### src/rtl/acorn_pkg.sv
// acorn_pkg -- constants and phase decoding shared by the ACORN encryption and
// decryption datapaths.
//
// Contents:
//   phase_e          : step-counter phase (IDLE, DATA, PAD, ZERO, TAG, HOLD)
//   *_CNT constants  : 12-bit phase boundaries of the 4096-step counter
//   phase_of()       : decodes a count value into its phase by value only
package acorn_pkg;

  typedef enum logic [2:0] {
    PH_IDLE = 3'd0,
    PH_DATA = 3'd1,
    PH_PAD  = 3'd2,
    PH_ZERO = 3'd3,
    PH_TAG  = 3'd4,
    PH_HOLD = 3'd5
  } phase_e;

  localparam logic [11:0] DATA_FIRST_CNT = 12'd384;
  localparam logic [11:0] DATA_LAST_CNT  = 12'd511;
  localparam logic [11:0] PAD_CNT        = 12'd512;
  localparam logic [11:0] CA_LAST_CNT    = 12'd639;
  localparam logic [11:0] ZERO_LAST_CNT  = 12'd767;
  localparam logic [11:0] TAG_FIRST_CNT  = 12'd768;
  localparam logic [11:0] TAG_LAST_CNT   = 12'd895;
  localparam logic [11:0] HOLD_FIRST_CNT = 12'd896;

  // Pure value decode: skipped or repeated counts land in whatever phase
  // their value belongs to.
  function automatic phase_e phase_of(input logic [11:0] cnt);
    phase_e ph;
    if (cnt < DATA_FIRST_CNT)       ph = PH_IDLE;
    else if (cnt <= DATA_LAST_CNT)  ph = PH_DATA;
    else if (cnt == PAD_CNT)        ph = PH_PAD;
    else if (cnt <= ZERO_LAST_CNT)  ph = PH_ZERO;
    else if (cnt <= TAG_LAST_CNT)   ph = PH_TAG;
    else                            ph = PH_HOLD;
    return ph;
  endfunction

endpackage

### src/rtl/decryption_tag_check.sv
// decryption_tag_check -- compares the keystream produced during the TAG phase
// against an expected tag and reports the verdict once the phase is over.
//
// Ports:
//   clk, rst   : clock and synchronous active-high reset
//   count_dp   : ACORN step counter
//   ks_bit     : keystream bit for the current count
//   tag_in     : expected 128-bit tag; bit i is compared at step 768+i
//   tag_valid  : set on the count 896 edge, cleared by rst or count 0
//   tag_ok     : 1 when every tag bit matched (valid with tag_valid)
module decryption_tag_check
  import acorn_pkg::*;
(
  input  logic         clk,
  input  logic         rst,
  input  logic [11:0]  count_dp,
  input  logic         ks_bit,
  input  logic [127:0] tag_in,
  output logic         tag_valid,
  output logic         tag_ok
);

  logic       mismatch_q, mismatch_d;
  logic       tag_valid_q, tag_valid_d;
  logic       tag_ok_q, tag_ok_d;
  logic [6:0] tag_idx;

  assign tag_idx = 7'(count_dp - TAG_FIRST_CNT);

  always_comb begin
    mismatch_d  = mismatch_q;
    tag_valid_d = tag_valid_q;
    tag_ok_d    = tag_ok_q;
    if (count_dp == 12'd0) begin
      mismatch_d  = 1'b0;
      tag_valid_d = 1'b0;
      tag_ok_d    = 1'b0;
    end else if (phase_of(count_dp) == PH_TAG) begin
      if (ks_bit != tag_in[tag_idx]) mismatch_d = 1'b1;
    end else if (count_dp == HOLD_FIRST_CNT) begin
      // mismatch_q already holds the last TAG-step comparison here.
      tag_valid_d = 1'b1;
      tag_ok_d    = ~mismatch_q;
    end
  end

  always_ff @(posedge clk) begin
    if (rst) begin
      mismatch_q  <= 1'b0;
      tag_valid_q <= 1'b0;
      tag_ok_q    <= 1'b0;
    end else begin
      mismatch_q  <= mismatch_d;
      tag_valid_q <= tag_valid_d;
      tag_ok_q    <= tag_ok_d;
    end
  end

  assign tag_valid = tag_valid_q;
  assign tag_ok    = tag_ok_q;

endmodule

### src/rtl/decryption.sv
// decryption -- ACORN decryption datapath. Recovers message bits from the
// ciphertext and keystream, feeds them back to the core and assembles the
// 128-bit plaintext.
//
// Ports:
//   clk, rst       : clock and synchronous active-high reset
//   count_dp       : ACORN step counter (phase decoded from its value only)
//   ciphertext_in  : ciphertext block; bit i is decrypted at step 384+i
//   ks_bit         : keystream bit for the current count
//   mbit_out       : registered message bit fed back to the core
//   ca_out, cb_out : registered core control bits
//   plaintext_out  : assembled plaintext
//   pt_valid       : plaintext complete (set at count 512, cleared at count 0)
//   tag_in, tag_valid, tag_ok : present only with DECRYPTION_TAG_CHECK_EN
//
// Optional feature: define DECRYPTION_TAG_CHECK_EN to add tag verification.
module decryption
  import acorn_pkg::*;
(
  input  logic         clk,
  input  logic         rst,
  input  logic [11:0]  count_dp,
  input  logic [127:0] ciphertext_in,
  input  logic         ks_bit,
  output logic         mbit_out,
  output logic         ca_out,
  output logic         cb_out,
  output logic [127:0] plaintext_out,
`ifdef DECRYPTION_TAG_CHECK_EN
  input  logic [127:0] tag_in,
  output logic         tag_valid,
  output logic         tag_ok,
`endif
  output logic         pt_valid
);

  phase_e       phase;
  logic [6:0]   bit_idx;
  logic         dec_bit;

  logic         mbit_q, mbit_d;
  logic         ca_q, ca_d;
  logic         cb_q, cb_d;
  logic [127:0] pt_q, pt_d;
  logic         pt_valid_q, pt_valid_d;

  assign phase   = phase_of(count_dp);
  // Only meaningful inside DATA; elsewhere the truncated value is ignored.
  assign bit_idx = 7'(count_dp - DATA_FIRST_CNT);
  assign dec_bit = ciphertext_in[bit_idx] ^ ks_bit;

  always_comb begin
    mbit_d     = 1'b0;
    pt_d       = pt_q;
    pt_valid_d = pt_valid_q;
    ca_d       = (count_dp <= CA_LAST_CNT);
    cb_d       = 1'b0;

    case (phase)
      PH_DATA: begin
        mbit_d           = dec_bit;
        pt_d[bit_idx]    = dec_bit;
      end
      PH_PAD:  mbit_d = 1'b1;
      default: mbit_d = 1'b0;
    endcase

    if (count_dp == PAD_CNT)    pt_valid_d = 1'b1;
    else if (count_dp == 12'd0) pt_valid_d = 1'b0;
  end

  always_ff @(posedge clk) begin
    if (rst) begin
      mbit_q     <= 1'b0;
      ca_q       <= 1'b0;
      cb_q       <= 1'b0;
      pt_q       <= '0;
      pt_valid_q <= 1'b0;
    end else begin
      mbit_q     <= mbit_d;
      ca_q       <= ca_d;
      cb_q       <= cb_d;
      pt_q       <= pt_d;
      pt_valid_q <= pt_valid_d;
    end
  end

  assign mbit_out      = mbit_q;
  assign ca_out        = ca_q;
  assign cb_out        = cb_q;
  assign plaintext_out = pt_q;
  assign pt_valid      = pt_valid_q;

`ifdef DECRYPTION_TAG_CHECK_EN
  decryption_tag_check u_tag_check (
    .clk       (clk),
    .rst       (rst),
    .count_dp  (count_dp),
    .ks_bit    (ks_bit),
    .tag_in    (tag_in),
    .tag_valid (tag_valid),
    .tag_ok    (tag_ok)
  );
`endif

endmodule

### config.mk
export PLATFORM = sky130hd
export DESIGN_NAME = decryption
export DESIGN_NICKNAME = d
export VERILOG_FILES = /design/src/rtl/acorn_pkg.sv /design/src/rtl/decryption_tag_check.sv /design/src/rtl/decryption.sv
export SDC_FILE = /design/constraint.sdc
export NUM_CORES = 1
export LEC_CHECK = 0
export CAP_MARGIN = 40
export CORE_UTILIZATION = 47
export CTS_BUF_LIST = sky130_fd_sc_hd__clkbuf_8
export CTS_CLUSTER_SIZE = 14
export DETAILED_ROUTE_END_ITERATION = 8
export PLACE_DENSITY = 0.95
export SLEW_MARGIN = 20
export SYNTH_ARGS = -nofsm -noshare
export SYNTH_HDL_FRONTEND = slang
export SYNTH_HIERARCHICAL = 1
export SYNTH_SLANG_ARGS = --single-unit
### constraint.sdc
create_clock -name clk -period 5.4 [get_ports clk]
set_clock_uncertainty 0.05 [all_clocks]
set_input_delay 0.54 -clock clk [delete_from_list [all_inputs] [get_ports clk]]
set_output_delay 0.54 -clock clk [all_outputs]
set_load 0.02 [all_outputs]
==> flow_summary.ini, run 1 <==
[run_status]
status = completed

[routing]
ant_nets = 0
vias = 6656
dr.pass1.iters = 5
wl_per_cell_um = 21.67
drtIter0Drc = 595
vias_per_cell = 6.351
routed_wl_um = 22710
drc = 0

[global_routing]
grt_pass1_wl_um = 34670
gr-total-overflow = 0
grt_max_degree = 72
gr-usage-all-layers_pct = 31.38
first_global_vias = 6160
antenna_found_initial = 0

[synthesis]
synth_top_family_by_area = compound AO/OA/AOI/OAI gates
netlist_area_mm2 = 0.006332
synth_edf_count = 0
netlist_instances = 619
synth_fa_ha_area_share_pct = 0
synthArstFlopShare_pct = 0
synth.ff_latch_count = 131
ys_types = 35
synthSimpleGateAreaFrac_pct = 4.130
yosysWarnings = 6
synth_mux_area_share_pct = 11.30
synth_compound_area_share_pct = 35.29
synth.most_common_cell = a21oi_1
synthTopCellsByCount = a21oi_1, dfxtp_1, a311oi_1, clkbuf_1, a311oi_2
synthTopCellsByArea = dfxtp_1, a311oi_1, a21oi_1
synth.avg_cell_area_um2 = 10.23
netlist.area_leader.share_pct = 41.41
synthXorXnorAreaFrac_pct = 0.2569
synth.yosys.seq_area_share_pct = 41.41
synth-main-ff-cell = dfxtp_1
synth_nets = 762
synth_top_area_cell = dfxtp_1

[place]
hpwl_um = 15340
portBuffers = 273
routabilityCongestion = 0.8574
postPlaceCellArea_mm2 = 0.009148

[worst_hold_path]
holdPathEnd = pt_valid$_SDFFE_PP0P_
worstHoldStart = pt_valid$_SDFFE_PP0P_
hold_path.class = register to register
hold_path_depth = 2

[setup_path]
rr_endpoint = plaintext_out[75]$_SDFFE_PP0P_
worstReg2RegStart = plaintext_out[75]$_SDFFE_PP0P_
critPathCaptureType = register
rr_worst_depth = 2
rrSetupSlack_ns = 4.44
critical_path.max_fanout = 43
critPathRequiredTime_ns = 5.63
setup.worst_path.class = primary input to register
setup.worst_path.start_class = primary input
worstPathArrival_ns = 4.26

[layout]
drive_above_1_share_pct = 15.14
diodes = 0
finalInstanceArea_mm2 = 0.009543
nets = 1002
syn_to_final_growth_pct = 50.70

[flow_run]
maxCapViolations = 0

[sta]
setup_violations = 0
fin_crit_ns = 4.025
fin_tns_setup_ns = 0
maxSlewViolCount = 0
slew_headroom_pct = 41.03
rsz0062_at_grt = false
hold_viol_final = 0
clock.fmax_mhz = 248.4
tightest_slew_ns = 0.8845
timing.final.crit_share_pct = 74.54

[clock_network]
path_clk_slew_ns = 0.08
postCtsResizedCells = 0
cts_made_buffers = 17
cts_buffer_depth = 2
htreeDepth = 4
post_cts_buffers = 0
root_buffer = clkbuf_8
tritoncts = built
hold_buffers = 0
clkLatencyLatePin_ns = 0.44
cts.sinks = 131

[die]
start_util_pct = 48.01
dieHeight_um = 118.1
die_w_um = 118.1
core_area_mm2 = 0.01319
design.die.area_mm2 = 0.01394
row_count = 42
io_pins = 275

[power]
power_density_mw_per_mm2 = 227.7
ir_worst_vdd_v = 0.0002026
p_leak_nw = 3.016
[metal layers]
layer | track usage (%) | wire length, µm
met5 | 0 | 0
met4 | 11.78 | 749
met3 | 6.492 | 1853
met2 | 54.93 | 11570
met1 | 37.61 | 8537
[kinds of logic (layout without fill, tap and decap cells)]
logic type / after synthesis / after routing
other: 1 / 1
AND/OR/NAND/NOR: 57 / 57
buffers and inverters: 88 / 341
multiplexers: 49 / 49
flip-flops: 131 / 131
XOR/XNOR: 1 / 1
AO/OA/AOI/OAI: 292 / 292
[flip-flops by register name (all words and copies together), names as in the netlist]
register       flops
plaintext_out    128
ca_out             1
mbit_out           1
pt_valid           1
[critical path, cell delays in order]
cell	delay (ns)
clkdlybuf4s50_1	0.77
nand2b_1	0.63
o221ai_1	0.28
o22ai_1	0.21
nor3_1	0.08
a2111oi_2	0.38
nor3_2	0.13
xnor2_4	0.71
buf_12	0.32
a311oi_1	0.17
[stage by stage]
stage	cells	power (mW)	worst slack, ns	hold slack [ns]	utilization (%)
after floorplan	619	1.222	2.603	0.5345	-
after global placement	1007	1.351	1.167	0.4273	68.74
after detailed placement	1016	1.358	1.030	0.4425	69.35
after CTS	1048	2.171	1.433	0.4604	72.35
after global routing	1048	2.240	1.218	0.4910	72.35
final	1048	2.172	1.375	0.4550	72.35
[power by group]
part | switching (mW) | internal, mW
combinational | 0.203 | 0.174
clock | 0.396 | 0.433
sequential | 0.000305 | 0.966
[final cells by class]
cell class / count / area [µm²]
tap: 176 / 220.2
fill: 921 / 3647
multi-input combinational: 400 / 3279
clock buffer: 19 / 261.5
timing repair buffer: 307 / 3018
clock inverter: 13 / 133.9
sequential: 131 / 2623
inverter: 2 / 7.507
[placed cells by master (no fill, tap or decap), types with 9 or more instances in the layout]
| master | count |
|---|---|
| a21oi_1 | 133 |
| a311oi_1 | 96 |
| a311oi_2 | 32 |
| buf_4 | 32 |
| clkbuf_8 | 19 |
| clkdlybuf4s50_1 | 271 |
| dfxtp_1 | 131 |
| mux2i_1 | 31 |
| mux4_2 | 18 |
| nand2_1 | 10 |
| nor2_1 | 15 |
| nor3_1 | 9 |
| o221ai_1 | 13 |
[worst max path at each step]
stage	start	endpoint	slack, ns	cells past startpoint
2_1_floorplan	count_dp[0]	plaintext_out[10]$_SDFFE_PP0P_	2.60	11
3_3_place_gp	count_dp[1]	plaintext_out[80]$_SDFFE_PP0P_	1.17	10
3_5_place_dp	count_dp[1]	plaintext_out[75]$_SDFFE_PP0P_	1.03	10
4_1_cts	count_dp[1]	plaintext_out[75]$_SDFFE_PP0P_	1.43	10
5_1_grt	count_dp[1]	plaintext_out[75]$_SDFFE_PP0P_	1.22	10
6_report	count_dp[2]	plaintext_out[75]$_SDFFE_PP0P_	1.37	10
No activity file was read; power rests on OpenSTA's default activity.
==> run 2, diff against run 1 <==
--- a/config.mk
+++ b/config.mk
@@ -6,11 +6,11 @@
 export NUM_CORES = 1
 export LEC_CHECK = 0
 export CAP_MARGIN = 40
-export CORE_UTILIZATION = 47
+export CORE_UTILIZATION = 40
 export CTS_BUF_LIST = sky130_fd_sc_hd__clkbuf_8
 export CTS_CLUSTER_SIZE = 14
 export DETAILED_ROUTE_END_ITERATION = 8
-export PLACE_DENSITY = 0.95
+export PLACE_DENSITY = 0.88
 export SLEW_MARGIN = 20
 export SYNTH_ARGS = -nofsm -noshare
 export SYNTH_HDL_FRONTEND = slang
==> constraint.sdc (replaced) <==
create_clock -name clk -period 3.4 [get_ports clk]
set_clock_uncertainty 0.05 [all_clocks]
set_input_delay 0.34 -clock clk [delete_from_list [all_inputs] [get_ports clk]]
set_output_delay 0.34 -clock clk [all_outputs]
set_load 0.02 [all_outputs]
==> flow_summary.ini, run 2 (synthesis gave the netlist of run 1 again) <==
[sta]
setup_ws_ns = 0.4164
clock.fmax_mhz = 335.2
timing.final.crit_share_pct = 87.75
hold_viol_final = 0
rsz0062_at_grt = false
setup_violations = 0
fin_crit_ns = 2.984
slew_headroom_pct = 57.42
maxSlewViolCount = 0
fin_tns_setup_ns = 0
hold_ws_ns = 0.3440
tightest_slew_ns = 0.6387

[setup_path]
crit_chain = clkdlybuf4s50_1, or2_1, buf_12, o221ai_1, a21oi_1, nor2_1, a2111oi_2, nor3_2, xnor2_4, buf_4, a311oi_2
setup.worst_path.start_class = primary input
critPathCaptureType = register
path_buf_inv = 3
worstReg2RegStart = plaintext_out[103]$_SDFFE_PP0P_
critPathRequiredTime_ns = 3.62
rr_worst_depth = 2
worstPathArrival_ns = 3.21
setup.worst_path.class = primary input to register
cp_slowest_cell = clkdlybuf4s50_1
rr_endpoint = plaintext_out[103]$_SDFFE_PP0P_
critical_path.max_fanout = 17
critical-path-max-stage-delay_ns = 0.57
path_delay_family = buffers and inverters
rrSetupSlack_ns = 2.54

[routing]
wl_met3_um = 1977
dr.pass1.iters = 5
routed_wl_um = 22460
maxUsedRoutingLayer = met4
drtIter0Drc = 456
drc = 0
vias = 6455
wl_per_cell_um = 20.55
ant_nets = 0
met2_wirelength_um = 11400
wl_met1_um = 8520
vias_per_cell = 5.906

[die]
dieHeight_um = 127.8
core_area_mm2 = 0.01531
design.die.area_mm2 = 0.01634
io_pins = 275
die_w_um = 127.8
start_util_pct = 41.35
row_count = 45

[place]
place_ws_ns = -0.002309
routabilityCongestion = 0.7953
dpl.cell_count = 1061
postPlaceCellArea_mm2 = 0.009319
portBuffers = 273
hpwl_um = 15690

[layout]
nets = 1012
final_cell_mix = clkdlybuf4s50_1, a21oi_1, dfxtp_1
syn_to_final_growth_pct = 53.70
largest_reg_flops = 128
utilization_pct = 63.55
diodes = 0
layoutNonFillerInstCount = 1093
seq_area_mm2 = 0.002623
nFillCells = 1252
multi_input_area_mm2 = 0.003282
finalInstanceArea_mm2 = 0.009733
layout_commonest_cell = clkdlybuf4s50_1
drive_above_1_share_pct = 15.99

[power]
p_leak_nw = 3.106
power.total_mw = 3.511
ir_worst_vdd_v = 0.0002697
power_density_mw_per_mm2 = 360.8

[clock_network]
root_buffer = clkbuf_8
cts.sinks = 131
path_clk_slew_ns = 0.08
cts_buffer_depth = 2
post_cts_buffers = 0
htreeDepth = 4
hold_buffers = 0
tritoncts = built
postCtsResizedCells = 0
clkLatencyLatePin_ns = 0.41
cts_made_buffers = 17

[flow_run]
maxCapViolations = 0

[global_routing]
gr-total-overflow = 0
gr-usage-all-layers_pct = 26.55
first_global_vias = 6061
antenna_found_initial = 0
grt_pass1_wl_um = 33670
grt_max_degree = 82

[worst_hold_path]
worstHoldStart = rst
hold_path.class = primary input to register
holdPathEnd = pt_valid$_SDFFE_PP0P_
hold_path_depth = 2

[run_status]
status = completed
run 2: worst max-delay path by stage:
stage	endpoint	slack, ns	start	cells after the start
2_1_floorplan	plaintext_out[10]$_SDFFE_PP0P_	0.80	count_dp[0]	11
3_3_place_gp	plaintext_out[64]$_SDFFE_PP0P_	0.04	count_dp[1]	11
3_5_place_dp	plaintext_out[57]$_SDFFE_PP0P_	-0.002	count_dp[1]	11
4_1_cts	plaintext_out[120]$_SDFFE_PP0P_	0.41	count_dp[1]	11
5_1_grt	plaintext_out[40]$_SDFFE_PP0P_	0.20	count_dp[1]	11
6_report	plaintext_out[57]$_SDFFE_PP0P_	0.42	count_dp[1]	11
run 2: worst register-to-register path, stage by stage (launching register included):
cell      delay, ns
dfxtp_1        0.36
a21oi_1        0.06
a311oi_1       0.30
run 2: cell type report:
| class | count | area share (%) |
|---|---|---|
| flip-flops and latches | 131 | 26.94 |
| clock buffers | 20 | 2.828 |
| multi-input cells | 400 | 33.72 |
| well taps | 211 | 2.712 |
| repair buffers | 317 | 32.29 |
| clock inverters | 12 | 1.427 |
| inverters | 2 | 0.07713 |
run 2: report_power, final:
| part | switching, mW | internal, mW | leakage [nW] |
|---|---|---|---|
| Combinational | 0.321 | 0.298 | 1.84 |
| Sequential | 0.000449 | 1.53 | 1.05 |
| Clock | 0.584 | 0.773 | 0.214 |
run 2: layer usage:
| metal | up-vias | global-route usage, % |
|---|---|---|
| met3 | 36 | 7.513 |
| met4 | 0 | 10.66 |
| met5 | - | 0 |
| li1 | 3007 | - |
| met2 | 314 | 47.60 |
| met1 | 3098 | 29.51 |
